<file path="config.mk">
export PLATFORM = sky130hd
export DESIGN_NAME = mips_fetch_unit
export DESIGN_NICKNAME = d
export VERILOG_FILES = /design/src/rtl/mips_fetch_pkg.sv /design/src/rtl/mips_fetch_checker.sv /design/src/rtl/mips_fetch_fifo.sv /design/src/rtl/mips_fetch_unit.sv
export SDC_FILE = /design/constraint.sdc
export NUM_CORES = 1
export LEC_CHECK = 0
export ABC_AREA = 1
export CORE_MARGIN = 5
export CORE_UTILIZATION = 45
export CTS_CLUSTER_SIZE = 12
export DETAILED_ROUTE_END_ITERATION = 16
export PLACE_DENSITY = 0.69
export SLEW_MARGIN = 20
export SYNTH_ARGS = -nofsm -noshare
export SYNTH_HDL_FRONTEND = slang
export SYNTH_SLANG_ARGS = --single-unit
</file>
<file path="constraint.sdc">
create_clock -name clk -period 2.65 [get_ports clk]
set_clock_uncertainty 0.2 [all_clocks]
set_input_delay 0.265 -clock clk [delete_from_list [all_inputs] [get_ports clk]]
set_output_delay 0.265 -clock clk [all_outputs]
set_load 0.02 [all_outputs]
</file>
<file path="src/rtl/mips_fetch_pkg.sv">
// Shared definitions for the MIPS instruction-fetch front end.
//   fetch_state_e : fetch sequencer states (HOLD after reset, RUN, DRAIN
//                   while stale responses of a redirected stream return)
//   PC_INCR       : byte stride between consecutive instruction fetches
//   PC_ALIGN_MASK : mask applied to the two low bits of a redirect target
package mips_fetch_pkg;

   typedef enum logic [1:0] {
      ST_HOLD  = 2'd0,
      ST_RUN   = 2'd1,
      ST_DRAIN = 2'd2
   } fetch_state_e;

   localparam logic [2:0] PC_INCR       = 3'd4;
   localparam logic [1:0] PC_ALIGN_MASK = 2'b00;

endpackage : mips_fetch_pkg

</file>
<file path="src/rtl/mips_fetch_checker.sv">
// Run-time invariants of the fetch unit.
// Ports:
//   clk, rst_n     : clock, asynchronous active-low reset (checks idle in reset)
//   i_outstanding  : requests granted but not yet answered
//   i_fifo_count   : buffered instructions
//   i_rvalid       : raw response strobe from instruction memory
//   i_push/i_pop/i_full : FIFO write/read strobes and full flag
module mips_fetch_checker #(
   parameter int unsigned DEPTH = 4,
   localparam int unsigned CW   = $clog2(DEPTH) + 1
) (
   input logic          clk,
   input logic          rst_n,
   input logic [CW-1:0] i_outstanding,
   input logic [CW-1:0] i_fifo_count,
   input logic          i_rvalid,
   input logic          i_push,
   input logic          i_pop,
   input logic          i_full
);

   localparam logic [CW:0] DEPTH_L = (CW+1)'(DEPTH);

   logic [CW:0] w_inflight;
   assign w_inflight = {1'b0, i_outstanding} + {1'b0, i_fifo_count};

   // Credit invariant, overflow and unsolicited-response checks.
   always @(posedge clk) begin
      if (rst_n) begin
         assert (w_inflight <= DEPTH_L)
            else $error("fetch credit exceeded: %0d in flight", w_inflight);
         assert (!(i_push && i_full && !i_pop))
            else $error("instruction buffer overflow");
         assert (!(i_rvalid && (i_outstanding == CW'(0))))
            else $error("rvalid with no outstanding request");
      end
   end

endmodule : mips_fetch_checker

</file>
<file path="src/rtl/mips_fetch_fifo.sv">
// Instruction buffer: synchronous FIFO holding {pc, instruction} pairs.
// Ports:
//   clk, rst_n        : clock, asynchronous active-low reset
//   i_push / i_data   : write one entry (accepted when not full, or when
//                       a pop happens in the same cycle)
//   i_pop             : drop the head entry (ignored when empty)
//   i_flush           : discard every entry; has priority over push/pop
//   o_head            : head entry (storage resets to RST_VAL)
//   o_count/o_full/o_empty : occupancy status
module mips_fetch_fifo #(
   parameter int unsigned         DEPTH   = 4,
   parameter int unsigned         WIDTH   = 64,
   parameter logic [WIDTH-1:0]    RST_VAL = '0,
   localparam int unsigned        AW      = $clog2(DEPTH),
   localparam int unsigned        CW      = $clog2(DEPTH) + 1
) (
   input  logic             clk,
   input  logic             rst_n,
   input  logic             i_push,
   input  logic [WIDTH-1:0] i_data,
   input  logic             i_pop,
   input  logic             i_flush,
   output logic [WIDTH-1:0] o_head,
   output logic [CW-1:0]    o_count,
   output logic             o_full,
   output logic             o_empty
);

   logic [WIDTH-1:0] r_mem [DEPTH];
   logic [AW-1:0]    r_wr_ptr;
   logic [AW-1:0]    r_rd_ptr;
   logic [CW-1:0]    r_count;
   logic             w_pop;
   logic             w_push;

   assign o_empty = (r_count == CW'(0));
   assign o_full  = (r_count == CW'(DEPTH));
   assign o_count = r_count;
   assign o_head  = r_mem[r_rd_ptr];

   // Pop is evaluated first so a push into a full FIFO is legal when the head leaves.
   assign w_pop  = i_pop && !o_empty;
   assign w_push = i_push && (!o_full || w_pop);

   // Storage, pointers and occupancy; pointers wrap naturally (DEPTH is a power of two).
   always_ff @(posedge clk or negedge rst_n) begin
      if (!rst_n) begin
         for (int i = 0; i < int'(DEPTH); i++) begin
            r_mem[i] <= RST_VAL;
         end
         r_wr_ptr <= AW'(0);
         r_rd_ptr <= AW'(0);
         r_count  <= CW'(0);
      end else if (i_flush) begin
         r_wr_ptr <= AW'(0);
         r_rd_ptr <= AW'(0);
         r_count  <= CW'(0);
      end else begin
         if (w_push) begin
            r_mem[r_wr_ptr] <= i_data;
            r_wr_ptr        <= r_wr_ptr + AW'(1);
         end
         if (w_pop) begin
            r_rd_ptr <= r_rd_ptr + AW'(1);
         end
         r_count <= r_count + CW'(w_push) - CW'(w_pop);
      end
   end

endmodule : mips_fetch_fifo

</file>
<file path="src/rtl/mips_fetch_unit.sv">
// Instruction-fetch front end: owns the fetch PC, issues pipelined requests
// to an instruction memory (req/gnt/rvalid), buffers returned words with
// their PCs and hands them to decode over valid/ready. A redirect flushes
// the buffer and discards responses still in flight from the old stream.
// Ports:
//   clk, reset                 : clock, asynchronous active-low reset
//   imem_req_o / imem_addr_o   : request strobe and address (= fetch PC)
//   imem_gnt_i                 : request accepted (counted only with req)
//   imem_rvalid_i/imem_rdata_i : in-order read response
//   redirect_i / redirect_pc_i : taken branch/jump and its target
//   instr_valid_o/instr_o/instr_pc_o/instr_ready_i : decode handshake
//   curr_pc_o                  : current fetch PC for trace
module mips_fetch_unit
   import mips_fetch_pkg::*;
#(
   parameter int unsigned XLEN       = 32,
   parameter logic [31:0] RESET_PC   = 32'h0000_0000,
   parameter int unsigned IBUF_DEPTH = 4
) (
   input  logic            clk,
   input  logic            reset,
   output logic            imem_req_o,
   output logic [XLEN-1:0] imem_addr_o,
   input  logic            imem_gnt_i,
   input  logic            imem_rvalid_i,
   input  logic [31:0]     imem_rdata_i,
   input  logic            redirect_i,
   input  logic [XLEN-1:0] redirect_pc_i,
   output logic            instr_valid_o,
   output logic [31:0]     instr_o,
   output logic [XLEN-1:0] instr_pc_o,
   input  logic            instr_ready_i,
   output logic [XLEN-1:0] curr_pc_o
);

   localparam int unsigned    CW      = $clog2(IBUF_DEPTH) + 1;
   localparam logic [XLEN-1:0] RST_PC = XLEN'(RESET_PC);
   localparam logic [CW:0]    DEPTH_L = (CW+1)'(IBUF_DEPTH);

   fetch_state_e     r_state;
   fetch_state_e     w_state_nxt;
   logic [XLEN-1:0]  r_fetch_pc;
   logic [XLEN-1:0]  r_resp_pc;
   logic [CW-1:0]    r_outstanding;
   logic [CW-1:0]    r_discard;

   logic [XLEN-1:0]  w_redir_pc;
   logic [XLEN-1:0]  w_incr;
   logic [CW:0]      w_inflight;
   logic             w_req;
   logic             w_gnt;
   logic             w_rv;
   logic             w_drop;
   logic             w_push;
   logic             w_pop;
   logic [CW-1:0]    w_out_nxt;
   logic [CW-1:0]    w_discard_nxt;
   logic [CW-1:0]    w_fifo_count;
   logic             w_fifo_full;
   logic             w_fifo_empty;
   logic [32+XLEN-1:0] w_fifo_head;

   assign w_redir_pc = {redirect_pc_i[XLEN-1:2], redirect_pc_i[1:0] & PC_ALIGN_MASK};
   assign w_incr     = XLEN'(PC_INCR);

   // Credit check: every granted request already owns a buffer slot.
   assign w_inflight = {1'b0, r_outstanding} + {1'b0, w_fifo_count};
   assign w_req      = (r_state != ST_HOLD) && (w_inflight < DEPTH_L);
   assign w_gnt      = w_req && imem_gnt_i;
   // A response with nothing outstanding (late, across a reset) is ignored.
   assign w_rv       = imem_rvalid_i && (r_outstanding != CW'(0));
   assign w_drop     = w_rv && (r_discard != CW'(0));
   assign w_push     = w_rv && !w_drop && !redirect_i;
   assign w_pop      = instr_valid_o && instr_ready_i && !redirect_i;
   assign w_out_nxt  = r_outstanding + CW'(w_gnt) - CW'(w_rv);

   // On redirect every request still in flight (including this cycle's grant) is stale.
   always_comb begin
      w_discard_nxt = r_discard;
      if (redirect_i) begin
         w_discard_nxt = w_out_nxt;
      end else if (w_drop) begin
         w_discard_nxt = r_discard - CW'(1);
      end else begin
         w_discard_nxt = r_discard;
      end
   end

   // Next-state logic of the fetch sequencer.
   always_comb begin
      w_state_nxt = r_state;
      case (r_state)
         ST_HOLD: begin
            w_state_nxt = ST_RUN;
         end
         ST_RUN: begin
            if (redirect_i && (w_out_nxt != CW'(0))) begin
               w_state_nxt = ST_DRAIN;
            end else begin
               w_state_nxt = ST_RUN;
            end
         end
         ST_DRAIN: begin
            if (w_discard_nxt == CW'(0)) begin
               w_state_nxt = ST_RUN;
            end else begin
               w_state_nxt = ST_DRAIN;
            end
         end
         default: begin
            w_state_nxt = ST_HOLD;
         end
      endcase
   end

   // State, PCs and request/discard counters.
   always_ff @(posedge clk or negedge reset) begin
      if (!reset) begin
         r_state       <= ST_HOLD;
         r_fetch_pc    <= RST_PC;
         r_resp_pc     <= RST_PC;
         r_outstanding <= CW'(0);
         r_discard     <= CW'(0);
      end else begin
         r_state       <= w_state_nxt;
         r_outstanding <= w_out_nxt;
         r_discard     <= w_discard_nxt;
         if (redirect_i) begin
            r_fetch_pc <= w_redir_pc;
            r_resp_pc  <= w_redir_pc;
         end else begin
            if (w_gnt) begin
               r_fetch_pc <= r_fetch_pc + w_incr;
            end
            if (w_push) begin
               r_resp_pc <= r_resp_pc + w_incr;
            end
         end
      end
   end

   mips_fetch_fifo #(
      .DEPTH   (IBUF_DEPTH),
      .WIDTH   (32 + XLEN),
      .RST_VAL ({RST_PC, 32'h0000_0000})
   ) u_ibuf (
      .clk     (clk),
      .rst_n   (reset),
      .i_push  (w_push),
      .i_data  ({r_resp_pc, imem_rdata_i}),
      .i_pop   (w_pop),
      .i_flush (redirect_i),
      .o_head  (w_fifo_head),
      .o_count (w_fifo_count),
      .o_full  (w_fifo_full),
      .o_empty (w_fifo_empty)
   );

   mips_fetch_checker #(
      .DEPTH (IBUF_DEPTH)
   ) u_chk (
      .clk           (clk),
      .rst_n         (reset),
      .i_outstanding (r_outstanding),
      .i_fifo_count  (w_fifo_count),
      .i_rvalid      (imem_rvalid_i),
      .i_push        (w_push),
      .i_pop         (w_pop),
      .i_full        (w_fifo_full)
   );

   assign imem_req_o    = w_req;
   assign imem_addr_o   = r_fetch_pc;
   assign curr_pc_o     = r_fetch_pc;
   assign instr_valid_o = !w_fifo_empty;
   assign instr_pc_o    = w_fifo_head[32+XLEN-1:32];
   assign instr_o       = w_fifo_head[31:0];

endmodule : mips_fetch_unit

</file>
==> impl_summary.txt, run 1 <==
----------------------------------------------------
[Status]
  Status ... finished, violations left
  Violations in the final reports ... setup timing

[Place]
  # port buffers ... 191
  Placed Cells incl. Taps ... around 2500
  Post-placement setup slack ... -0.298 ns
  Weighted congestion at the end of routability-driven global placement ... about 0.9
  DP Wirelength ... 28.5 mm

[Logic synthesis]
  Main area contributors after synthesis ... sky130_fd_sc_hd__dfrtp_1 51%, sky130_fd_sc_hd__nand2_1 11%, sky130_fd_sc_hd__o21ai_1 7.5%
  Synth Instances ... 1964
  Syn_area_per_cell ... 8.11 um^2
  Number of distinct standard cells referenced by the synthesized netlist ... 37
  Number of warnings printed during yosys synthesis ... 0
  Library cell occupying the most area in the post-synthesis netlist ... sky130_fd_sc_hd__dfrtp_1
  Area of the mapped netlist ... about 16000 um^2
  Register area share after synthesis ... 0.507
  Share of Yosys cell area claimed by the top area cell type ... 0.507
  Post-synthesis sequential element count ... 323

[Timing]
  Fin worst setup slack ... -0.227 ns
  Headroom to the max-slew limit ... 0.531
  Hold Violations, Final ... 0
  Min Tclk post-route ... 2.88 ns
  Share of the clock period used by the worst path ... 1.09
  Post-Route Hold Slack ... approximately 0.11 ns
  Fmax ... 0.348 GHz
  Transition time of the tightest slew-check pin ... 0.704 ns
  RSZ-0062 raised after global routing ... yes
  Max-slew violation total from the final report ... 0
  Final setup violating endpoints ... 6

[Global routing]
  GR Util All Layers ... 0.222
  Antenna violations before repair ... 0
  Largest net degree at the start of global routing ... 86
  Residual overflow from global routing ... 0
  First-pass GRT wire length ... ~72 mm
  Number of global-route vias before repair ... 13800

[CTS]
  Worst skew pair latency ... 0.52 ns
  Maximum buffer depth of the clock tree ... 3
  H-tree level count ... 2
  Clk slew on worst S/H paths ... 0.06 ns
  TritonCTS sink count ... 323
  Clock root buffer ... sky130_fd_sc_hd__clkbuf_16
  TritonCTS clock tree ... done
  CTS Buf Count ... 37

[Critical path]
  Critical path data required time ... 2.87 ns
  Classification of the worst setup path ... reg2reg
  Signal arrival time at the worst endpoint ... 3.10 ns
  CP Max Fanout ... 3
  Start point of the critical path ... r_outstanding[2]$_DFF_PN0_
  CP endpoint kind ... flip-flop
  Reg-to-reg startpoint ... r_outstanding[2]$_DFF_PN0_
  Worst setup SP type ... flip-flop

[Drt]
  Overall via count from detail_route ... 14000
  Number of antenna-violating nets in the routed design ... 0
  Number of iterations in the first detailed-routing pass ... 5
  WL/cell ... 16.9 um
  Violation count after the first detailed-routing iteration ... around 1100
  Post-DR vias/cell ... 5.38
  Final routed wirelength across all metal layers ... 44.0 mm
  DRC viols ... 0

[Die]
  Initial Util ... 0.452
  Die X-Extent ... 198 um
  Site row count ... about 70
  I/O pins ... 200
  Vertical die dimension ... 198 um
  Std-Cell Core Area ... 35200 um^2
  Die footprint ... between 30000 and 40000 um^2

[Cells and area]
  Number of nets at the end of the flow ... 2202
  ANT cells ... 0
  Area grow syn2layout ... 21.8%
  Fraction of layout instances using a drive strength above 1 ... 0.0826
  Commonest non-fill, non-tap cell in the layout ... sky130_fd_sc_hd__nand2_1
  Final cell count without fillers ... 2604
  Most used cells in the layout excluding fill and tap cells ... 471 x sky130_fd_sc_hd__nand2_1, 321 x sky130_fd_sc_hd__dfrtp_1, 240 x sky130_fd_sc_hd__o21ai_1
  Fill cell total of the finished layout ... approximately 3200

[Pwr]
  Power per Cell Area ... 961 nW/um^2
  Maximum resistive drop on vdd ... 0.569 mV
  Static leakage ... 9.18 nW

[Job]
  Max-cap violations ... 0

[Hold path]
  Class of the tightest hold or removal check ... in2async

----------------------------------------------------
==> where the power goes <==
group / switching (mW) / internal (mW)
clock: 2.03 / 2.96
sequential: 0.673 / 5.79
combinational: 4.39 / 2.82
==> metal layers <==
metal	global-route usage	wire length, um
met3	0.0359	3030
met5	0	0
met4	0.0533	808
met1	0.316	19600
met2	0.359	20600
==> cells in the mapped netlist <==
library cell                 n
sky130_fd_sc_hd__nand2_1   474
sky130_fd_sc_hd__dfrtp_1   323
sky130_fd_sc_hd__o21ai_1   238
sky130_fd_sc_hd__nor2_1    199
sky130_fd_sc_hd__o21ai_0   171
sky130_fd_sc_hd__inv_1     142
sky130_fd_sc_hd__nand3_1    64
sky130_fd_sc_hd__o22ai_1    62
sky130_fd_sc_hd__clkbuf_1   58
sky130_fd_sc_hd__buf_4      36
sky130_fd_sc_hd__buf_6      28
sky130_fd_sc_hd__nor3_1     21
sky130_fd_sc_hd__xor2_1     20
sky130_fd_sc_hd__o211ai_1   19
sky130_fd_sc_hd__a21oi_1    17
sky130_fd_sc_hd__nand4_1    17
sky130_fd_sc_hd__buf_1      14
sky130_fd_sc_hd__ha_1       14
sky130_fd_sc_hd__buf_2       7
sky130_fd_sc_hd__nand2_4     7
sky130_fd_sc_hd__xnor2_1     5
sky130_fd_sc_hd__a31oi_1     3
sky130_fd_sc_hd__clkinv_1    3
sky130_fd_sc_hd__nor3_2      3
sky130_fd_sc_hd__o31ai_1     3
sky130_fd_sc_hd__fa_1        2
sky130_fd_sc_hd__o21ai_2     2
sky130_fd_sc_hd__o21bai_1    2
sky130_fd_sc_hd__o221ai_1    2
sky130_fd_sc_hd__a22oi_1     1
sky130_fd_sc_hd__conb_1      1
sky130_fd_sc_hd__inv_2       1
sky130_fd_sc_hd__inv_4       1
sky130_fd_sc_hd__inv_8       1
sky130_fd_sc_hd__nand2_2     1
sky130_fd_sc_hd__nor2_8      1
sky130_fd_sc_hd__or2_2       1
==> metrics by stage <==
step | util | setup TNS [ns] | cell area (um^2) | power (mW)
final | 0.551 | -0.684 | 19400 | 18.7
after global routing | 0.551 | -4.28 | 19400 | 19.8
after CTS | 0.552 | -0.759 | 19400 | 18.8
after detailed placement | 0.517 | -0.842 | 18200 | 14.0
after global placement | 0.517 | -0.735 | 18200 | 13.9
after floorplan | - | -0.942 | 16000 | 10.8
==> kinds of logic after synthesis <==
logic type,synth area share
adders and majority gates,0.0135
DFF,0.507
buffers and inverters,0.0914
other,0.000235
xor gates and xnor gates,0.0137
and+or+nand+nor,0.201
AOI/OAI and AO/OA,0.173
==> worst max-delay path, cell delays in order (launching register included) <==
cell	delay, ns
sky130_fd_sc_hd__dfrtp_1	0.38
sky130_fd_sc_hd__ha_1	0.29
sky130_fd_sc_hd__nor2_1	0.10
sky130_fd_sc_hd__nand2_1	0.10
sky130_fd_sc_hd__nor3_4	0.13
sky130_fd_sc_hd__nand2_1	0.09
sky130_fd_sc_hd__ha_1	0.27
sky130_fd_sc_hd__inv_1	0.06
sky130_fd_sc_hd__ha_2	0.16
sky130_fd_sc_hd__fa_2	0.46
sky130_fd_sc_hd__or2_4	0.27
sky130_fd_sc_hd__nand2_4	0.07
sky130_fd_sc_hd__buf_4	0.11
sky130_fd_sc_hd__buf_6	0.08
sky130_fd_sc_hd__inv_2	0.02
==> registers in the layout, summed over array words and instances, names as in the netlist <==
| register | count |
|---|---|
| curr_pc_o | 30 |
| r_discard | 3 |
| r_outstanding | 3 |
| r_resp_pc | 30 |
| r_state | 2 |
| u_ibuf.o_count | 3 |
| u_ibuf.r_mem | 248 |
| u_ibuf.r_rd_ptr | 2 |
| u_ibuf.r_wr_ptr | 2 |
==> layout make-up <==
type / count / area [um^2] / share of cell area
clock buffers: 52 / 1040 / 0.0537
clock inverters: 14 / 153 / 0.00786
inverters: 148 / 571 / 0.0294
multi-input cells: 1355 / 6490 / 0.334
flip-flops and latches: 323 / 8090 / 0.417
well taps: 461 / 577 / 0.0297
repair buffers: 251 / 2500 / 0.129
==> what timing repair did <==
item / 4_1_cts / 5_1_grt
endpoints found under the setup margin: 67 / 70
buffers inserted: 5 / 1
gates resized for setup: 80 / 52
endpoints found under the hold margin: 76 / 0
pin swaps: 10 / 2
gates cloned: 1 / 1
hold buffers: 1 / 0
==> path summary, 6_finish.rpt <==
check	to	slack, ns	cells after the start
max	r_discard[1]$_DFF_PN0_	-0.23	14
max in group asynchronous	u_ibuf.r_mem[26]$_DFFE_PN0P_	1.21	3
min reg2reg	u_ibuf.r_mem[190]$_DFFE_PN0P_	0.28	2
min in group clk	r_resp_pc[21]$_DFFE_PN0N_	0.14	3
max reg2reg	r_discard[1]$_DFF_PN0_	-0.23	14
min	u_ibuf.r_mem[76]$_DFFE_PN0P_	0.11	2
No activity file was read; power rests on OpenSTA's default activity.
==> run 2: changes to the inputs <==
Settings changed: ABC_CLOCK_PERIOD_IN_PS set to 2650.
==> results of run 2 <==
The final DEF is identical to that of run 1; final timing and power are the same.
